===== config.mk =====
export PLATFORM = sky130hd
export DESIGN_NAME = mem_arbiter
export DESIGN_NICKNAME = d
export VERILOG_FILES = /design/src/rtl/mem_arbiter_pkg.sv /design/src/rtl/mem_arbiter.sv
export SDC_FILE = /design/constraint.sdc
export NUM_CORES = 1
export LEC_CHECK = 0
export ABC_AREA = 1
export CAP_MARGIN = 25
export CORE_AREA = 4 4 207 209
export DETAILED_ROUTE_END_ITERATION = 10
export DIE_AREA = 0 0 211 213
export PLACE_DENSITY = 0.72
export SKIP_LAST_GASP = 1
export SLEW_MARGIN = 0
export SYNTH_ARGS = -nofsm -noshare
export SYNTH_HDL_FRONTEND = slang
export SYNTH_SLANG_ARGS = --single-unit

===== constraint.sdc =====
create_clock -name clk -period 1.75 [get_ports clk]
set_input_delay 0.35 -clock clk [delete_from_list [all_inputs] [get_ports clk]]
set_output_delay 0.35 -clock clk [all_outputs]
set_load 0.05 [all_outputs]

===== src/rtl/mem_arbiter_pkg.sv =====
// Shared types for the core memory-bus arbiter: owner/state enums, transfer
// size codes and the latched bus request record.
package mem_arbiter_pkg;

  localparam int MEM_ADDR_W = 64;
  localparam int MEM_DATA_W = 64;
  localparam int MEM_STRB_W = MEM_DATA_W / 8;

  typedef enum logic {
    OWN_I = 1'b0,
    OWN_D = 1'b1
  } mem_owner_t;

  typedef enum logic [1:0] {
    ARB_IDLE = 2'd0,
    ARB_REQ  = 2'd1,
    ARB_WAIT = 2'd2
  } arb_state_t;

  typedef logic [2:0] msize_t;
  localparam msize_t MSIZE1 = 3'd0;
  localparam msize_t MSIZE2 = 3'd1;
  localparam msize_t MSIZE4 = 3'd2;
  localparam msize_t MSIZE8 = 3'd3;

  typedef struct packed {
    logic                  write;
    logic [MEM_ADDR_W-1:0] addr;
    msize_t                size;
    logic [MEM_STRB_W-1:0] strobe;
    logic [MEM_DATA_W-1:0] wdata;
  } mem_req_t;

  function automatic mem_owner_t other_side(input mem_owner_t side);
    return (side == OWN_I) ? OWN_D : OWN_I;
  endfunction

endpackage


===== src/rtl/mem_arbiter.sv =====
// Shares the core memory bus between instruction fetch and load/store, one
// transaction at a time, round-robin under contention.
module mem_arbiter
  import mem_arbiter_pkg::*;
#(
  parameter int ADDR_W = MEM_ADDR_W,
  parameter int DATA_W = MEM_DATA_W,
  parameter int STRB_W = DATA_W / 8
) (
  input  logic              clk,
  input  logic              reset,
  input  logic              ireq_valid,
  input  logic [ADDR_W-1:0] ireq_addr,
  output logic              i_data_ok,
  output logic [DATA_W-1:0] i_rdata,
  input  logic              dreq_valid,
  input  logic              dreq_write,
  input  logic [ADDR_W-1:0] dreq_addr,
  input  logic [2:0]        dreq_size,
  input  logic [STRB_W-1:0] dreq_strobe,
  input  logic [DATA_W-1:0] dreq_wdata,
  output logic              d_data_ok,
  output logic [DATA_W-1:0] d_rdata,
  output logic              oreq_valid,
  input  logic              oreq_ready,
  output logic              oreq_write,
  output logic [ADDR_W-1:0] oreq_addr,
  output logic [2:0]        oreq_size,
  output logic [STRB_W-1:0] oreq_strobe,
  output logic [DATA_W-1:0] oreq_wdata,
  input  logic              oresp_valid,
  input  logic [DATA_W-1:0] oresp_data
);

  arb_state_t        state_q;
  mem_owner_t        owner_q;
  mem_owner_t        last_grant_q;
  mem_req_t          req_q;
  logic              oreq_valid_q;
  logic [DATA_W-1:0] i_rdata_q;
  logic [DATA_W-1:0] d_rdata_q;

  logic              resp_s;
  logic              grant_d_s;
  logic              i_ok_s;
  logic              d_ok_s;
  mem_req_t          ireq_s;
  mem_req_t          dreq_s;

  // Response acceptance, grant choice and the completion pulses.
  always_comb begin
    resp_s    = 1'b0;
    grant_d_s = 1'b0;
    // A response in REQ counts only when the bus takes the request that same cycle.
    if (!reset && oresp_valid &&
        ((state_q == ARB_WAIT) || ((state_q == ARB_REQ) && oreq_ready))) begin
      resp_s = 1'b1;
    end else begin
      resp_s = 1'b0;
    end
    if (dreq_valid && (!ireq_valid || (other_side(last_grant_q) == OWN_D))) begin
      grant_d_s = 1'b1;
    end else begin
      grant_d_s = 1'b0;
    end
    // A withdrawn request means the owner was flushed; the response is dropped.
    i_ok_s = resp_s && (owner_q == OWN_I) && ireq_valid;
    d_ok_s = resp_s && (owner_q == OWN_D) && dreq_valid;

    ireq_s = '{write: 1'b0, addr: MEM_ADDR_W'(ireq_addr), size: MSIZE4,
               strobe: '0, wdata: '0};
    dreq_s = '{write: dreq_write, addr: MEM_ADDR_W'(dreq_addr), size: msize_t'(dreq_size),
               strobe: MEM_STRB_W'(dreq_strobe), wdata: MEM_DATA_W'(dreq_wdata)};
  end

  // Transaction sequencer with the request latch and held read data.
  always_ff @(posedge clk) begin
    if (reset) begin
      state_q      <= ARB_IDLE;
      owner_q      <= OWN_I;
      last_grant_q <= OWN_I;
      req_q        <= '0;
      oreq_valid_q <= 1'b0;
      i_rdata_q    <= '0;
      d_rdata_q    <= '0;
    end else begin
      case (state_q)
        ARB_IDLE: begin
          if (grant_d_s) begin
            req_q        <= dreq_s;
            owner_q      <= OWN_D;
            last_grant_q <= OWN_D;
            oreq_valid_q <= 1'b1;
            state_q      <= ARB_REQ;
          end else if (ireq_valid) begin
            req_q        <= ireq_s;
            owner_q      <= OWN_I;
            last_grant_q <= OWN_I;
            oreq_valid_q <= 1'b1;
            state_q      <= ARB_REQ;
          end else begin
            state_q <= ARB_IDLE;
          end
        end
        ARB_REQ: begin
          if (oreq_ready) begin
            oreq_valid_q <= 1'b0;
            state_q      <= resp_s ? ARB_IDLE : ARB_WAIT;
          end else begin
            state_q <= ARB_REQ;
          end
        end
        ARB_WAIT: begin
          if (resp_s) begin
            state_q <= ARB_IDLE;
          end else begin
            state_q <= ARB_WAIT;
          end
        end
        default: begin
          state_q      <= ARB_IDLE;
          oreq_valid_q <= 1'b0;
        end
      endcase
      if (i_ok_s) begin
        i_rdata_q <= oresp_data;
      end else begin
        i_rdata_q <= i_rdata_q;
      end
      if (d_ok_s) begin
        d_rdata_q <= oresp_data;
      end else begin
        d_rdata_q <= d_rdata_q;
      end
    end
  end

  assign oreq_valid  = oreq_valid_q;
  assign oreq_write  = req_q.write;
  assign oreq_addr   = req_q.addr[ADDR_W-1:0];
  assign oreq_size   = req_q.size;
  assign oreq_strobe = req_q.strobe[STRB_W-1:0];
  assign oreq_wdata  = req_q.wdata[DATA_W-1:0];

  assign i_data_ok = i_ok_s;
  assign d_data_ok = d_ok_s;
  assign i_rdata   = i_ok_s ? oresp_data : i_rdata_q;
  assign d_rdata   = d_ok_s ? oresp_data : d_rdata_q;

endmodule

==> metrics <==
Total GRT Usage=0.215; most used cell, CP=buf_12; GRT Residual Overflow=0; Worst-path clk slew=roughly 0.060 ns; outcome=complete, but fails checks; Critical Setup Path Class=reg -> out; share of layout cells above drive strength 1=0.292; Tmin final=roughly 2.4 ns; Final Cycle Share=1.36; critical path data required time=approximately 1.4 ns; initial antenna violation count=1; Remaining DRCs=0; drt first pass iters=7; core area=roughly 0.041 mm²; worst rel slew slack=0.453; final setup margin=-0.631 ns; commonest non-fill, non-tap cell in the layout=nand2_1; fin cells=about 3100; Int Power=12.5 mW; DRT iter0 DRCs=between 900 and 1000; Routed wire per std cell=between 15 and 20 µm; power density over the cells=786 mW/mm²; Worst Path Max Fanout=13; RSZ-0062 raised after global routing=yes; Tightest Hold Check Type=in -> reg; # hold bufs at CTS=0; Crit path largest cell delay=0.35 ns; total CTS buffers=34; area added between synthesis and finish=87.5%; Gate Count Post-Synth=between 1500 and 2000; largest net degree at the start of global routing=between 100 and 150; VDD IR-drop max=just under 0.7 mV; CP top delay family=buffers and inverters; Worst Max-Slew Pin Slew=approximately 0.82 ns; die area=around 0.045 mm²; Worst Hold Slack=between 0.3 and 0.4 ns; crit path capture type=primary output; Fillers=around 3500; initial core utilization=0.297; Syn Nets=roughly 2200; Bufs and invs on worst path=6; failing checks=setup timing; Worst Reg-to-Reg Cells=17; CP Depth=10; cell taking the most area after synthesis=dfxtp_1; Worst Path Arrival=2.03 ns; crit path max-delay cell type=dfxtp_4; final hold vios=0; number of global-route vias before repair=approximately 14000; CTS tree=done; combinational share of power=0.245; first-pass GRT wire length=77400 µm; I/O Buffers=approximately 540; mapped cell area=0.0121 mm²; sequential share of the synthesized area=0.449; DP HPWL=36300 µm; worst hold stages=3; fin nets=between 2000 and 3000; net switching power=5.40 mW; Row Count=74; Ys Warns=0; Distinct cells, synth=17; utilization after layout=0.557; reg2reg start=state_q[1]; Sw Share=0.302; Worst R2R Setup Slack=-0.63 ns; Placer Congestion=0.889; vias per cell=4.67; WHS Endpoint=oreq_wdata[57]; Fin Clk Skew=about 0.021 ns; crit path cell chain=inv_2, nand3_2, nand2_4, buf_6, buf_12, buf_12, nand4_1, nand2_4, inv_2, buf_12; Clock Path Buffers=3; Root Buffer=clkbuf_16; setup violators final=132; Flop pwr share=0.371; num ports=around 550; Final ANT Viol Nets=0; most frequent cells in the layout=620 x nand2_1, 286 x buf_4, 271 x clkdlybuf4s50_1; area post-placement=around 0.02 mm²; Avg Cell Area, Syn=between 6 and 7 µm²; DR vias=14432; clk sinks=between 200 and 300; max-slew violation count=0; H-tree depth=2; Power Total=17.9 mW; Cells after DPL=between 2000 and 3000; top cells by area, synth=dfxtp_1 45%, nand2_1 23%, inv_1 9.8%; f_max=approximately 0.42 GHz; die height=around 210 µm; worst r2r dst=d_rdata_q[29]; Skew-Pair Late Insertion Delay=~0.52 ns; flip-flop and latch count after synthesis=272; maxcap violations=0; die width=between 200 and 250 µm; power share of the clock group=0.384; P_leak=roughly 11 nW; Critical Path Source Type=flip-flop; min-delay src=dreq_wdata[57]; drt total wl=roughly 53000 µm; Yosys top cell area share=0.449; Final Cell Area=~0.023 mm²
sequential cells by signal, indices dropped and copies added (netlist names):
signal and count:
i_rdata_q 64, oreq_wdata 64, oreq_valid 1, state_q 2, last_grant_q 1, oreq_write 1
d_rdata_q 64, oreq_addr 64, oreq_size 3, oreq_strobe 8
cells in the mapped netlist, drive strengths merged:
library cell,n
and3,1
dfxtp,272
buf,79
nand2,734
nand3,3
inv,331
nand4,128
o21ai,3
nor2,134
clkbuf,51
a21oi,142
cell type report:
class | count | area [µm²] | area share
diodes | 2 | 5.00 | 0.000220
clock buffers | 48 | 975 | 0.0429
clock inverters | 9 | 103 | 0.00452
inverters | 331 | 1290 | 0.0567
multi-input cells | 1145 | 5520 | 0.243
flip-flops and latches | 272 | 5450 | 0.240
well taps | 532 | 666 | 0.0293
repair buffers | 751 | 8720 | 0.384
metal layers:
| layer | routed length (µm) | up-vias | GRT usage | share of wire |
|---|---|---|---|---|
| li1 | - | 6962 | - | - |
| met1 | 20300 | 6711 | 0.257 | 0.39 |
| met2 | 25800 | 603 | 0.369 | 0.49 |
| met3 | 3860 | 156 | 0.0466 | 0.074 |
| met4 | 2550 | 0 | 0.103 | 0.049 |
| met5 | 0 | - | 0 | 0 |
per-stage QoR:
step,TNS [ns],setup slack (ns)
after global placement,-96.69,-0.589
final,-73.29,-0.631
after global routing,-88.43,-0.747
after floorplan,0,0.0352
after detailed placement,-110.60,-0.607
after CTS,-83.06,-0.658
power by group through the flow:
stage / registers (mW) / logic, mW / clock network, mW
after floorplan: 7.54 / 1.33 / 0
after global placement: 6.74 / 4.11 / 0
after detailed placement: 6.75 / 4.14 / 0
after CTS: 6.62 / 4.31 / 7.03
after global routing: 6.65 / 4.63 / 7.28
final: 6.63 / 4.37 / 6.86
repair_timing:
item,4_1_cts,5_1_grt
gates resized for setup,160,160
setup endpoints to repair,130,136
pin swaps,14,18
buffers inserted,56,11
gates cloned,11,5
how the worst max path moves through the flow:
stage | startpoint | endpoint
2_1_floorplan | state_q[0] | i_rdata[14]
3_3_place_gp | oresp_valid | d_rdata[0]
3_5_place_dp | oresp_valid | d_rdata[0]
4_1_cts | state_q[1] | i_rdata[48]
5_1_grt | state_q[1] | d_rdata_q[29]
6_report | state_q[1] | d_rdata[33]
worst register-to-register path, cell delays in order, from the launching register on:
cell and delay [ns]:
dfxtp_4 0.35, inv_2 0.05, nand3_2 0.07, nand2_4 0.12, nand3_4 0.17, buf_12 0.20
buf_16 0.17, nand2_4 0.07, nand2_2 0.06, buf_4 0.13, buf_4 0.12, buf_4 0.12
buf_4 0.12, buf_4 0.12, buf_4 0.12, buf_4 0.12, buf_4 0.12, nor2_1 0.08
kinds of logic (layout without fill, tap and decap cells):
| group | after synthesis | after routing | share of synthesized area |
|---|---|---|---|
| flops | 272 | 272 | 0.449 |
| simple gates | 1000 | 1000 | 0.337 |
| other cells | 0 | 2 | 0 |
| buf+inv | 461 | 1139 | 0.153 |
| compound gates | 145 | 145 | 0.0602 |
(Power assumes the default switching activity.)
